===== src/rtl/lock_pkg.sv =====
// Shared types and helpers for the keypad lock supervisor.
package lock_pkg;

    typedef enum logic [2:0] {
        IDLE     = 3'd0,
        ENTRY    = 3'd1,
        UNLOCKED = 3'd2,
        PROGRAM  = 3'd3,
        LOCKOUT  = 3'd4
    } lock_state_t;

    localparam int unsigned DIGIT_MAX = 9;

    // Constant-evaluable 10^n, used to size and wrap the decimal entry buffer.
    function automatic int unsigned pow10(input int unsigned n);
        int unsigned r;
        r = 1;
        for (int unsigned i = 0; i < n; i++) begin
            r = r * 32'd10;
        end
        return r;
    endfunction

    // Output flags for a state, ordered {unlocked, locked_out, prog_mode}.
    function automatic logic [2:0] state_flags(input lock_state_t s);
        case (s)
            UNLOCKED: return 3'b100;
            PROGRAM:  return 3'b101;
            LOCKOUT:  return 3'b010;
            default:  return 3'b000;
        endcase
    endfunction

endpackage


===== src/rtl/digit_accum.sv =====
// Decimal shift buffer holding the last DIGITS keyed digits, plus a
// saturating count of how many digits have been entered.
module digit_accum
    import lock_pkg::*;
#(
    parameter int unsigned DIGITS = 4,
    parameter int unsigned VAL_W  = 14,
    parameter int unsigned LEN_W  = 3
) (
    input  logic             clk,
    input  logic             rst,
    input  logic             clear,
    input  logic             push,
    input  logic [3:0]       digit,
    output logic [VAL_W-1:0] value,
    output logic [LEN_W-1:0] len
);

    // Dropping the top digit before shifting keeps value below 10^DIGITS.
    localparam int unsigned MODULUS = pow10(DIGITS - 1);

    // Shift in a new digit; clear wins over push.
    always_ff @(posedge clk) begin
        if (rst || clear) begin
            value <= '0;
            len   <= '0;
        end else if (push) begin
            value <= VAL_W'((32'(value) % MODULUS) * 32'd10 + 32'(digit));
            if (len != LEN_W'(DIGITS)) begin
                len <= len + LEN_W'(1);
            end
        end
    end

endmodule


===== src/rtl/lock_supervisor.sv =====
// Keypad door lock sequencer: digit entry, code compare, unlock window,
// failed-attempt lockout and guarded code reprogramming.
//
// state    | meaning
// ---------+-----------------------------------------------------------
// IDLE     | no digits held; enter here counts as a failed attempt
// ENTRY    | collecting digits; timeout discards the partial entry
// UNLOCKED | door open for UNLOCK_CYCLES; prog_req enters PROGRAM
// PROGRAM  | door still open; a full-length submit becomes the new code
// LOCKOUT  | all inputs ignored for LOCKOUT_CYCLES, then fails clear
module lock_supervisor
    import lock_pkg::*;
#(
    parameter int unsigned CODE_DIGITS    = 4,
    parameter int unsigned RESET_CODE     = 1234,
    parameter int unsigned MAX_FAILS      = 3,
    parameter int unsigned UNLOCK_CYCLES  = 10,
    parameter int unsigned LOCKOUT_CYCLES = 64,
    parameter int unsigned ENTRY_TIMEOUT  = 32
) (
    input  logic                               clk,
    input  logic                               rst,
    input  logic [3:0]                         key,
    input  logic                               pressed,
    input  logic                               enter,
    input  logic                               prog_req,
    output logic                               unlocked,
    output logic                               locked_out,
    output logic                               prog_mode,
    output logic [$clog2(MAX_FAILS+1)-1:0]     fail_count,
    output logic [$clog2(CODE_DIGITS+1)-1:0]   entry_len
);

    localparam int unsigned VAL_W   = $clog2(pow10(CODE_DIGITS));
    localparam int unsigned FC_W    = $clog2(MAX_FAILS + 1);
    localparam int unsigned LEN_W   = $clog2(CODE_DIGITS + 1);
    localparam int unsigned TMR_A   = (UNLOCK_CYCLES > LOCKOUT_CYCLES) ? UNLOCK_CYCLES : LOCKOUT_CYCLES;
    localparam int unsigned TMR_MAX = (TMR_A > ENTRY_TIMEOUT) ? TMR_A : ENTRY_TIMEOUT;
    localparam int unsigned TMR_W   = $clog2(TMR_MAX + 1);

    // Timers load N-1 so the terminal count (0) is the Nth cycle in state.
    localparam logic [TMR_W-1:0] T_UNLOCK  = TMR_W'(UNLOCK_CYCLES - 1);
    localparam logic [TMR_W-1:0] T_LOCKOUT = TMR_W'(LOCKOUT_CYCLES - 1);
    localparam logic [TMR_W-1:0] T_ENTRY   = TMR_W'(ENTRY_TIMEOUT - 1);

    lock_state_t      state;
    logic [2:0]       flags;
    logic [TMR_W-1:0] timer;
    logic [VAL_W-1:0] code;
    logic [VAL_W-1:0] acc_value;
    logic [LEN_W-1:0] acc_len;

    logic             in_keyed;
    logic             digit_ok;
    logic             push;
    logic             submit;
    logic             tmr_done;
    logic             timeout;
    logic             entry_full;
    logic             code_match;
    logic [FC_W-1:0]  fail_next;
    logic             fail_limit;

    assign in_keyed   = (state == IDLE) || (state == ENTRY) || (state == PROGRAM);
    assign digit_ok   = pressed && (key <= 4'(DIGIT_MAX));
    assign push       = in_keyed && digit_ok && !enter;
    assign submit     = in_keyed && enter;
    assign tmr_done   = (timer == '0);
    assign timeout    = ((state == ENTRY) || (state == PROGRAM)) && tmr_done && !enter && !push;
    assign entry_full = (acc_len == LEN_W'(CODE_DIGITS));
    assign code_match = entry_full && (acc_value == code);
    assign fail_next  = fail_count + FC_W'(1);
    assign fail_limit = (fail_next == FC_W'(MAX_FAILS));

    assign {unlocked, locked_out, prog_mode} = flags;
    assign entry_len = acc_len;

    digit_accum #(
        .DIGITS (CODE_DIGITS),
        .VAL_W  (VAL_W),
        .LEN_W  (LEN_W)
    ) u_accum (
        .clk   (clk),
        .rst   (rst),
        .clear (submit || timeout),
        .push  (push),
        .digit (key),
        .value (acc_value),
        .len   (acc_len)
    );

    // Sequencer: state, shared down-counter, stored code, failure count and
    // registered output flags all update together.
    always_ff @(posedge clk) begin
        if (rst) begin
            state      <= IDLE;
            flags      <= '0;
            timer      <= '0;
            code       <= VAL_W'(RESET_CODE);
            fail_count <= '0;
        end else begin
            case (state)
                IDLE: begin
                    if (enter) begin
                        fail_count <= fail_next;
                        if (fail_limit) begin
                            state <= LOCKOUT;
                            flags <= state_flags(LOCKOUT);
                            timer <= T_LOCKOUT;
                        end
                    end else if (push) begin
                        state <= ENTRY;
                        flags <= state_flags(ENTRY);
                        timer <= T_ENTRY;
                    end
                end

                ENTRY: begin
                    if (enter) begin
                        if (code_match) begin
                            state      <= UNLOCKED;
                            flags      <= state_flags(UNLOCKED);
                            timer      <= T_UNLOCK;
                            fail_count <= '0;
                        end else begin
                            fail_count <= fail_next;
                            if (fail_limit) begin
                                state <= LOCKOUT;
                                flags <= state_flags(LOCKOUT);
                                timer <= T_LOCKOUT;
                            end else begin
                                state <= IDLE;
                                flags <= state_flags(IDLE);
                            end
                        end
                    end else if (push) begin
                        timer <= T_ENTRY;
                    end else if (tmr_done) begin
                        state <= IDLE;
                        flags <= state_flags(IDLE);
                    end else begin
                        timer <= timer - TMR_W'(1);
                    end
                end

                UNLOCKED: begin
                    // prog_req is honoured even on the expiry cycle.
                    if (prog_req) begin
                        state <= PROGRAM;
                        flags <= state_flags(PROGRAM);
                        timer <= T_ENTRY;
                    end else if (tmr_done) begin
                        state <= IDLE;
                        flags <= state_flags(IDLE);
                    end else begin
                        timer <= timer - TMR_W'(1);
                    end
                end

                PROGRAM: begin
                    if (enter) begin
                        if (entry_full) begin
                            code <= acc_value;
                        end
                        state <= IDLE;
                        flags <= state_flags(IDLE);
                    end else if (push) begin
                        timer <= T_ENTRY;
                    end else if (tmr_done) begin
                        state <= IDLE;
                        flags <= state_flags(IDLE);
                    end else begin
                        timer <= timer - TMR_W'(1);
                    end
                end

                LOCKOUT: begin
                    if (tmr_done) begin
                        state      <= IDLE;
                        flags      <= state_flags(IDLE);
                        fail_count <= '0;
                    end else begin
                        timer <= timer - TMR_W'(1);
                    end
                end

                default: begin
                    state <= IDLE;
                    flags <= '0;
                end
            endcase
        end
    end

endmodule


===== config.mk =====
export PLATFORM = sky130hd
export DESIGN_NAME = lock_supervisor
export DESIGN_NICKNAME = d
export VERILOG_FILES = /design/src/rtl/lock_pkg.sv /design/src/rtl/digit_accum.sv /design/src/rtl/lock_supervisor.sv
export SDC_FILE = /design/constraint.sdc
export NUM_CORES = 1
export LEC_CHECK = 0
export BUFFER_PORTS_ARGS = -buffer_cell sky130_fd_sc_hd__buf_4
export CAP_MARGIN = 30
export CORE_MARGIN = 1
export CORE_UTILIZATION = 36
export CTS_BUF_LIST = sky130_fd_sc_hd__clkbuf_8
export DETAILED_ROUTE_END_ITERATION = 12
export PLACE_DENSITY = 0.5
export SLEW_MARGIN = 20
export SYNTH_ARGS = -nofsm -noshare
export SYNTH_HDL_FRONTEND = slang
export SYNTH_SLANG_ARGS = --single-unit

===== constraint.sdc =====
create_clock -name clk -period 7 [get_ports clk]
set_input_delay 0.35 -clock clk [delete_from_list [all_inputs] [get_ports clk]]
set_output_delay 0.35 -clock clk [all_outputs]
set_load 0.005 [all_outputs]

==> results by group, run 1 <==
Place
  – Post-placement cell area: just under 5000 um2
  – RePlAce Congestion: approximately 0.9
  – DP HPWL: 9.07 mm
  – Worst setup slack after placement: between 100 and 150 ps
  – Number of buffer cells added on primary ports: 16

Critical path
  – Element type at the critical path end: flop
  – Crit path max fanout: 6
  – Arrival time worst endpoint: around 6700 ps
  – CP required: approximately 7200 ps
  – Setup CP Type: flop to flop
  – Setup crit start kind: flop
  – Slowest cell on the critical path: sky130_fd_sc_hd__a2111oi_0
  – Cell mode on critical path: sky130_fd_sc_hd__a21oi_1
  – Largest stage delay, worst path: between 400 and 500 ps

GRT
  – Global router's overall resource usage: 0.192
  – Wire length of the first global-routing pass: approximately 20 mm
  – Fraction of met1 tracks used by global routing: 0.290
  – Overflow left after global routing: 0
  – Maximum number of pins on one net before global-route repair: 28
  – Global-route track usage on met3: 0.0190
  – Number of antenna violations at the first check in global routing: 0
  – Via count of the first global-routing pass: just over 4000
  – Met2 capacity usage during global routing: 0.297
  – Most used routing layer in global routing: met2

Clock tree
  – Count of H-tree levels built during CTS: 2
  – CTS root buffer: sky130_fd_sc_hd__clkbuf_8
  – CTS clk-pin slew, worst paths: 100 ps
  – Skew-Pair Late Insertion Delay: just over 300 ps
  – Total of hold buffers inserted after clock tree synthesis: 0
  – Total clock buffers created by CTS: 5
  – CTS tree: yes
  – Maximum buffer depth of the clock tree: 2
  – Clock sinks: 46

Layout
  – FF+latch area: 922 um2
  – Finished Cell Area: 5030 um2
  – Multi-input combinational cell area: roughly 3500 um2
  – Proportion of layout cells with a drive suffix above 1: 0.117
  – Antenna diodes: 0
  – Layout overhead on the synthesized area: 9.00%
  – Final-stage net count: about 670
  – FILL cells: around 1300

Detailed routing
  – Total vias in the final route: ~4400
  – Final routed wire length divided by cell count: approximately 15 um
  – DRC violations left: 0
  – Via/cell ratio: roughly 5.5
  – Number of DRC violations after detailed-routing iteration 0: roughly 320
  – First drt pass iteration count: 5
  – Final wirelength: 12.2 mm
  – Antenna viol nets, final: 0

Synthesis
  – Largest area contributor in the netlist: sky130_fd_sc_hd__dfxtp_1
  – Commonest register cell after synthesis: sky130_fd_sc_hd__dfxtp_1
  – Register area share after synthesis: 0.200
  – Share of async-settable or async-resettable flops after synthesis: 0
  – EDFF count, synth: 0
  – Top cells by area in the synthesized netlist: sky130_fd_sc_hd__dfxtp_1 (20%), sky130_fd_sc_hd__ha_1 (7.1%), sky130_fd_sc_hd__a21oi_1 (6.3%), sky130_fd_sc_hd__nor2_1 (6.3%), sky130_fd_sc_hd__xnor2_1 (6.3%)
  – Post-Syn Instances: 625
  – Number of register bits inferred by synthesis: 46
  – Post-synthesis net count: 662
  – Mapped Area: between 4000 and 5000 um2
  – Area share of the largest cell type after synthesis: 0.200
  – Number of library cell types mapped by synthesis: 79
  – Number of warnings issued by yosys: 0
  – Synth Area per Inst: 7.38 um2

Floorplanning
  – Area of the die: about 13000 um2
  – Floorplan core area: 12300 um2
  – Count of pins on the block boundary: 17
  – Die Wd: 115 um
  – Die Y-Extent: 115 um
  – Number of placement rows: 40
  – Initial core utilization: 0.376

Status
  – Result of the run: completed

Pwr
  – Leakage power summed over all cells: around 0.0018 uW
  – IR drop worst, VDD: around 0.000087 V
  – Power density over the cells: 129 nW/um2
  – Overall power consumption: around 650 uW

STA
  – Total negative slack: 0 ps
  – Worst slew margin: 0.329
  – Final setup violation count: 0
  – Post-route fraction of the period consumed by the critical path: 0.934
  – Final setup skew: 6.38 ps
  – Actual transition at the worst max-transition pin: between 900 and 1000 ps
  – Final Max Slew Viols: 0
  – Final min period: between 6000 and 7000 ps
  – Least setup slack across all paths after layout: approximately 460 ps
  – Achievable clock frequency: roughly 150 MHz
  – Number of endpoints with negative hold slack in the final report: 0

Run
  – Max-Cap Viols: 0

Min path
  – Path type of the worst min-delay path: input port to flop
-- cells by family after synthesis --
kind of cell / count (synthesis) / share of synthesized area
adder cells (fa/ha/maj): 28 / 0.0792
other: 1 / 0.000813
XOR/XNOR: 48 / 0.0957
buffers and inverters: 62 / 0.0610
AO/OA/AOI/OAI: 189 / 0.287
multiplexers: 14 / 0.0306
flip-flops: 46 / 0.200
AND/OR/NAND/NOR: 237 / 0.246
-- sequential cells by signal (all words and copies together) (netlist names) --
name and count:
u_accum.len 3, code 14, flags 3, fail_count 2, timer 7, u_accum.value 14
state 3
-- power breakdown --
part	total, uW	switching (uW)	internal (uW)
clock network	172	100	72.2
registers	289	18.3	271
logic	186	112	74.5
total	648	230	418
-- metal layers --
metal	share of wire	routed length, um
met5	0	0
met4	0.0096	117
met3	0.036	441
met2	0.44	5410
met1	0.51	6190
-- placed cells by master, fill, tap and decap left out, types with 10 or more instances in the layout --
cell type                  count
sky130_fd_sc_hd__nor3_1       15
sky130_fd_sc_hd__a211oi_1     14
sky130_fd_sc_hd__o21ai_0      38
sky130_fd_sc_hd__mux2i_1      13
sky130_fd_sc_hd__xor2_1       13
sky130_fd_sc_hd__ha_1         26
sky130_fd_sc_hd__nand3_1      15
sky130_fd_sc_hd__buf_4        33
sky130_fd_sc_hd__nor2_1       76
sky130_fd_sc_hd__a21oi_1      57
sky130_fd_sc_hd__nand2_1      66
sky130_fd_sc_hd__inv_1        26
sky130_fd_sc_hd__dfxtp_1      45
sky130_fd_sc_hd__xnor2_1      33
sky130_fd_sc_hd__nand3b_1     10
-- final timing paths --
check             depth (start not counted)           endpoint  slack, ps        startpoint
hold reg to reg                           2           flags[0]        460          flags[0]
setup / recovery                         27  u_accum.value[13]        460  u_accum.value[7]
setup reg to reg                         27  u_accum.value[13]        460  u_accum.value[7]
hold / removal                            3   u_accum.value[0]        270            key[0]
-- cells in the mapped netlist, types with 7 or more instances --
cell and instances:
sky130_fd_sc_hd__xnor2_1 33, sky130_fd_sc_hd__a21oi_1 58, sky130_fd_sc_hd__nor3_1 16, sky130_fd_sc_hd__ha_1 26, sky130_fd_sc_hd__nand2_1 66, sky130_fd_sc_hd__a211oi_1 14
sky130_fd_sc_hd__inv_1 26, sky130_fd_sc_hd__o21ai_0 38, sky130_fd_sc_hd__nor2_1 77, sky130_fd_sc_hd__mux2i_1 13, sky130_fd_sc_hd__nand3_1 15, sky130_fd_sc_hd__nor4_1 7
sky130_fd_sc_hd__o21bai_1 8, sky130_fd_sc_hd__clkbuf_1 20, sky130_fd_sc_hd__nand3b_1 10, sky130_fd_sc_hd__xor2_1 13, sky130_fd_sc_hd__dfxtp_1 46
-- final cells by class --
class                      instances  share of cell area
clock inverter                     3             0.00498
sequential                        46               0.183
timing repair buffer              33              0.0493
clock buffer                       5              0.0137
multi-input combinational        517               0.687
tap                              168              0.0418
inverter                          26              0.0194
-- worst max-delay path: cells and delay by family (launching register included) --
family | cells | cell delay, ps
multiplexers | 1 | 140
XOR/XNOR | 2 | 630
AND/OR/NAND/NOR | 5 | 920
flip-flops | 1 | 320
AO/OA/AOI/OAI | 16 | 3460
adder cells (fa/ha/maj) | 3 | 960
-- through the flow --
step                 util  cells  hold WS [ps]
floorplan               -    625           444
global placement    0.398    788           435
detailed placement  0.398    788           443
CTS                 0.405    796           264
global route        0.410    798           284
finish              0.410    798           269
-- repair_timing --
action                                  CTS  global route
setup buffers                             0             2
endpoints found under the setup margin    0             3
gates resized for setup                   0            11
Power figures use the tool's default switching activity.
==> run 2, diff against run 1 <==
--- a/config.mk
+++ b/config.mk
@@ -8,11 +8,13 @@
 export BUFFER_PORTS_ARGS = -buffer_cell sky130_fd_sc_hd__buf_4
 export CAP_MARGIN = 30
 export CORE_MARGIN = 1
-export CORE_UTILIZATION = 36
+export CORE_UTILIZATION = 30
 export CTS_BUF_LIST = sky130_fd_sc_hd__clkbuf_8
+export CTS_CLUSTER_SIZE = 12
 export DETAILED_ROUTE_END_ITERATION = 12
-export PLACE_DENSITY = 0.5
+export PLACE_DENSITY = 0.44
 export SLEW_MARGIN = 20
 export SYNTH_ARGS = -nofsm -noshare
 export SYNTH_HDL_FRONTEND = slang
+export SYNTH_HIERARCHICAL = 1
 export SYNTH_SLANG_ARGS = --single-unit
==> run 2 against run 1 <==
  * Power increased by 1.9%
  * Combinational power grew 8%
  * Cell count decreased by 6.1%
  * Critical path depth increased by 5
  * Clock-buffer cell count unchanged
  * Critical path type unchanged
  * Synthesized cell count decreased by 10%
  * Register-to-register slack improved by 110 ps
  * Clock power decreased by 2%
  * Hold slack gained 31 ps
  * Setup slack gained 110 ps
  * Largest cell class unchanged
==> results by group, run 2 <==
STA
  – Achievable clock frequency: 156 MHz (+1.8%)
  – Final setup skew: 10.6 ps (+4.24 ps)
  – Final min period: 6420 ps (-112 ps)
  – Number of endpoints with negative hold slack in the final report: 0 (unchanged)
  – Final setup violation count: 0 (unchanged)
  – Least setup slack across all paths after layout: 576 ps (+112 ps)
  – Final Max Slew Viols: 0 (unchanged)
  – Worst slew margin: 0.386 (+0.0573)
  – Post-route fraction of the period consumed by the critical path: 0.918 (-0.0161)
  – Actual transition at the worst max-transition pin: 918 ps (-79.8 ps)

Critical path
  – Crit path max fanout: 10 (+4)
  – Slowest cell on the critical path: sky130_fd_sc_hd__or4_1
  – Register-to-Register Setup Slack: 580 ps (+110 ps)
  – CP required: 7190 ps (about the same)
  – Worst r2r src: u_accum/value[7]
  – Arrival time worst endpoint: 6610 ps (-130 ps)
  – Element type at the critical path end: flop
  – Largest stage delay, worst path: 440 ps (-50 ps)
  – Setup crit start kind: flop
  – Crit path launch: u_accum/value[7]
  – Setup CP Type: flop to flop

Layout
  – Top Registers: code (14), u_accum/value (14), timer (7)
  – Final standard cell utilization of the core: 0.339 (-0.0710)
  – Antenna diodes: 0 (unchanged)
  – FILL cells: 1565 (+20%)
  – Commonest non-fill, non-tap cell in the layout: sky130_fd_sc_hd__nor2_1
  – FF+latch area: 925 um2 (+0.27%)
  – Final-stage net count: 600 (-9.9%)
  – Finished Cell Area: 4970 um2 (-1.2%)
  – Most frequent cells in the layout: sky130_fd_sc_hd__nor2_1 (63), sky130_fd_sc_hd__dfxtp_1 (43), sky130_fd_sc_hd__nand2_1 (33)
  – Multi-input combinational cell area: 3440 um2 (-0.51%)
  – Layout overhead on the synthesized area: 9.46%
  – Proportion of layout cells with a drive suffix above 1: 0.145 (+0.0277)

Clock tree
  – Count of H-tree levels built during CTS: 2 (unchanged)
  – Maximum buffer depth of the clock tree: 2 (unchanged)
  – Total of hold buffers inserted after clock tree synthesis: 0 (unchanged)
  – Skew-Pair Late Insertion Delay: 310 ps (about the same)
  – CTS tree: yes
  – CTS clk-pin slew, worst paths: 90 ps (about the same)
  – Total clock buffers created by CTS: 5 (unchanged)
  – CTS root buffer: sky130_fd_sc_hd__clkbuf_8
  – Clock sinks: 46 (unchanged)

Synthesis
  – Area share of the largest cell type after synthesis: 0.203 (+0.00336)
  – Mapped Area: 4540 um2 (-1.7%)
  – Post-Syn Instances: 560 (-10%)
  – Share of async-settable or async-resettable flops after synthesis: 0 (unchanged)
  – Dominant cell by count in the synthesized netlist: sky130_fd_sc_hd__nor2_1
  – Post-synthesis net count: 596 (-10%)
  – Number of register bits inferred by synthesis: 46 (unchanged)
  – Number of library cell types mapped by synthesis: 103 (+30%)
  – Commonest cells in the synthesized netlist: sky130_fd_sc_hd__nor2_1 (63), sky130_fd_sc_hd__dfxtp_1 (46), sky130_fd_sc_hd__nand2_1 (33)
  – EDFF count, synth: 0 (unchanged)
  – Top cells by area in the synthesized netlist: sky130_fd_sc_hd__dfxtp_1 (20%), sky130_fd_sc_hd__ha_1 (6.9%), sky130_fd_sc_hd__nor2_1 (5.2%), sky130_fd_sc_hd__xnor2_1 (5.2%), sky130_fd_sc_hd__mux2i_1 (4.9%)
  – Commonest register cell after synthesis: sky130_fd_sc_hd__dfxtp_1
  – Largest area contributor in the netlist: sky130_fd_sc_hd__dfxtp_1
  – Synth Area per Inst: 8.10 um2 (+9.8%)
  – Number of warnings issued by yosys: 6 (+6)
  – Register area share after synthesis: 0.203 (+0.00336)

Detailed routing
  – Sum of met2 wire segment lengths after detailed routing: 5.37 mm (-0.81%)
  – Antenna viol nets, final: 0 (unchanged)
  – Met1 wire length: 6.23 mm (+0.55%)
  – Routed length on met3: 325 um (-26%)
  – Final wirelength: 12.2 mm (about the same)
  – DRC violations left: 0 (unchanged)
  – Number of DRC violations after detailed-routing iteration 0: 185 (-42%)
  – First drt pass iteration count: 4 (-1)
  – Final routed wire length divided by cell count: 16.2 um (+6.5%)
  – Top routing layer used: met4
  – Via/cell ratio: 5.50 (-0.60%)
  – Total vias in the final route: 4120 (-6.7%)

Place
  – Worst setup slack after placement: 379 ps (+243 ps)
  – Post-placement cell area: 4790 um2 (-1.6%)
  – Number of buffer cells added on primary ports: 16 (unchanged)
  – DP HPWL: 9.27 mm (+2.2%)
  – RePlAce Congestion: 0.832 (-6.7%)

GRT
  – Number of antenna violations at the first check in global routing: 0 (unchanged)
  – Overflow left after global routing: 0 (unchanged)
  – Via count of the first global-routing pass: 3865 (-5.7%)
  – Maximum number of pins on one net before global-route repair: 26 (-7.1%)
  – Wire length of the first global-routing pass: 19.7 mm (-4.0%)
  – Global router's overall resource usage: 0.154 (-0.0379)

Pwr
  – IR drop worst, VDD: 0.0000609 V (-30%)
  – Proportion of power drawn by flip-flops and latches: 0.442 (-0.004)
  – Net switching power: 238 uW (+3.2%)
  – Internal cell power: 422 uW (+1.1%)
  – Sw Share: 0.360 (+0.00468)
  – Combinational fraction of design power: 0.304 (+0.016)
  – Leakage power summed over all cells: 0.00194 uW (+4.9%)
  – Clock Power Share: 0.254 (-0.012)
  – Power density over the cells: 133 nW/um2 (+3.2%)

Floorplanning
  – Count of pins on the block boundary: 17 (unchanged)
  – Number of placement rows: 44 (+10%)
  – Initial core utilization: 0.310 (-0.0664)
  – Die Y-Extent: 125 um (+8.5%)
  – Area of the die: 15600 um2 (+18%)
  – Die Wd: 125 um (+8.5%)
  – Floorplan core area: 14600 um2 (+19%)

Status
  – Result of the run: completed

Min path
  – Path type of the worst min-delay path: input port to flop
  – Hold Path Origin: key[0]

Run
  – Max-Cap Viols: 0 (unchanged)
run 2: kinds of logic after synthesis:
group / share of synthesized area
other: 0.000827
adder cells (fa/ha/maj): 0.0800
XOR/XNOR: 0.0946
multiplexers: 0.0549
flip-flops: 0.203
AND/OR/NAND/NOR: 0.234
AO/OA/AOI/OAI: 0.281
buffers and inverters: 0.0518
run 2: layout make-up:
type                            instances  area share
Inverter                               28      0.0212
Clock inverter                          3     0.00353
Timing Repair Buffer                   23      0.0363
Tap cell                              184      0.0464
Sequential cell                        46       0.186
Multi-Input combinational cell        460       0.693
Clock buffer                            5      0.0139
run 2: per-stage QoR:
stage | total power [uW] | setup TNS (ps) | instances | hold WS, ps
2_1_floorplan | 449 | 0 | 560 | 427
3_3_place_gp | 495 | 0 | 739 | 455
3_5_place_dp | 494 | 0 | 739 | 453
4_1_cts | 663 | 0 | 747 | 289
5_1_grt | 699 | -12.7 | 749 | 301
6_report | 660 | 0 | 749 | 300
run 2: path summary, 6_finish.rpt:
check	to	depth (start not counted)
max	u_accum/value[13]	32
min	u_accum/value[0]	3
max reg2reg	u_accum/value[13]	32
min reg2reg	timer[6]	2
run 2: critical path, delay by kind of cell (launching register included):
| kind | cells | cell delay (ps) |
|---|---|---|
| simple gates | 9 | 1370 |
| buf+inv | 1 | 190 |
| xor+xnor | 4 | 660 |
| mux | 1 | 130 |
| flops | 1 | 430 |
| compound gates | 13 | 2410 |
| fa+ha+maj | 4 | 1120 |
run 2: layer usage:
layer  track usage  vias up
met5             0        -
met4        0.0445        0
met3        0.0163       18
met2         0.241       79
met1         0.223     1954
li1              -     2069
run 2: repair_timing:
action,in CTS,in global routing
endpoints found under the setup margin,0,2
buffers inserted,0,1
gates resized for setup,0,13
run 2: power by group through the flow:
stage | sequential [uW] | combinational (uW) | clock, uW
after floorplan | 288 | 161 | 0
after global placement | 297 | 198 | 0
after detailed placement | 298 | 196 | 0
after CTS | 292 | 197 | 174
after global routing | 294 | 221 | 184
final | 292 | 200 | 168
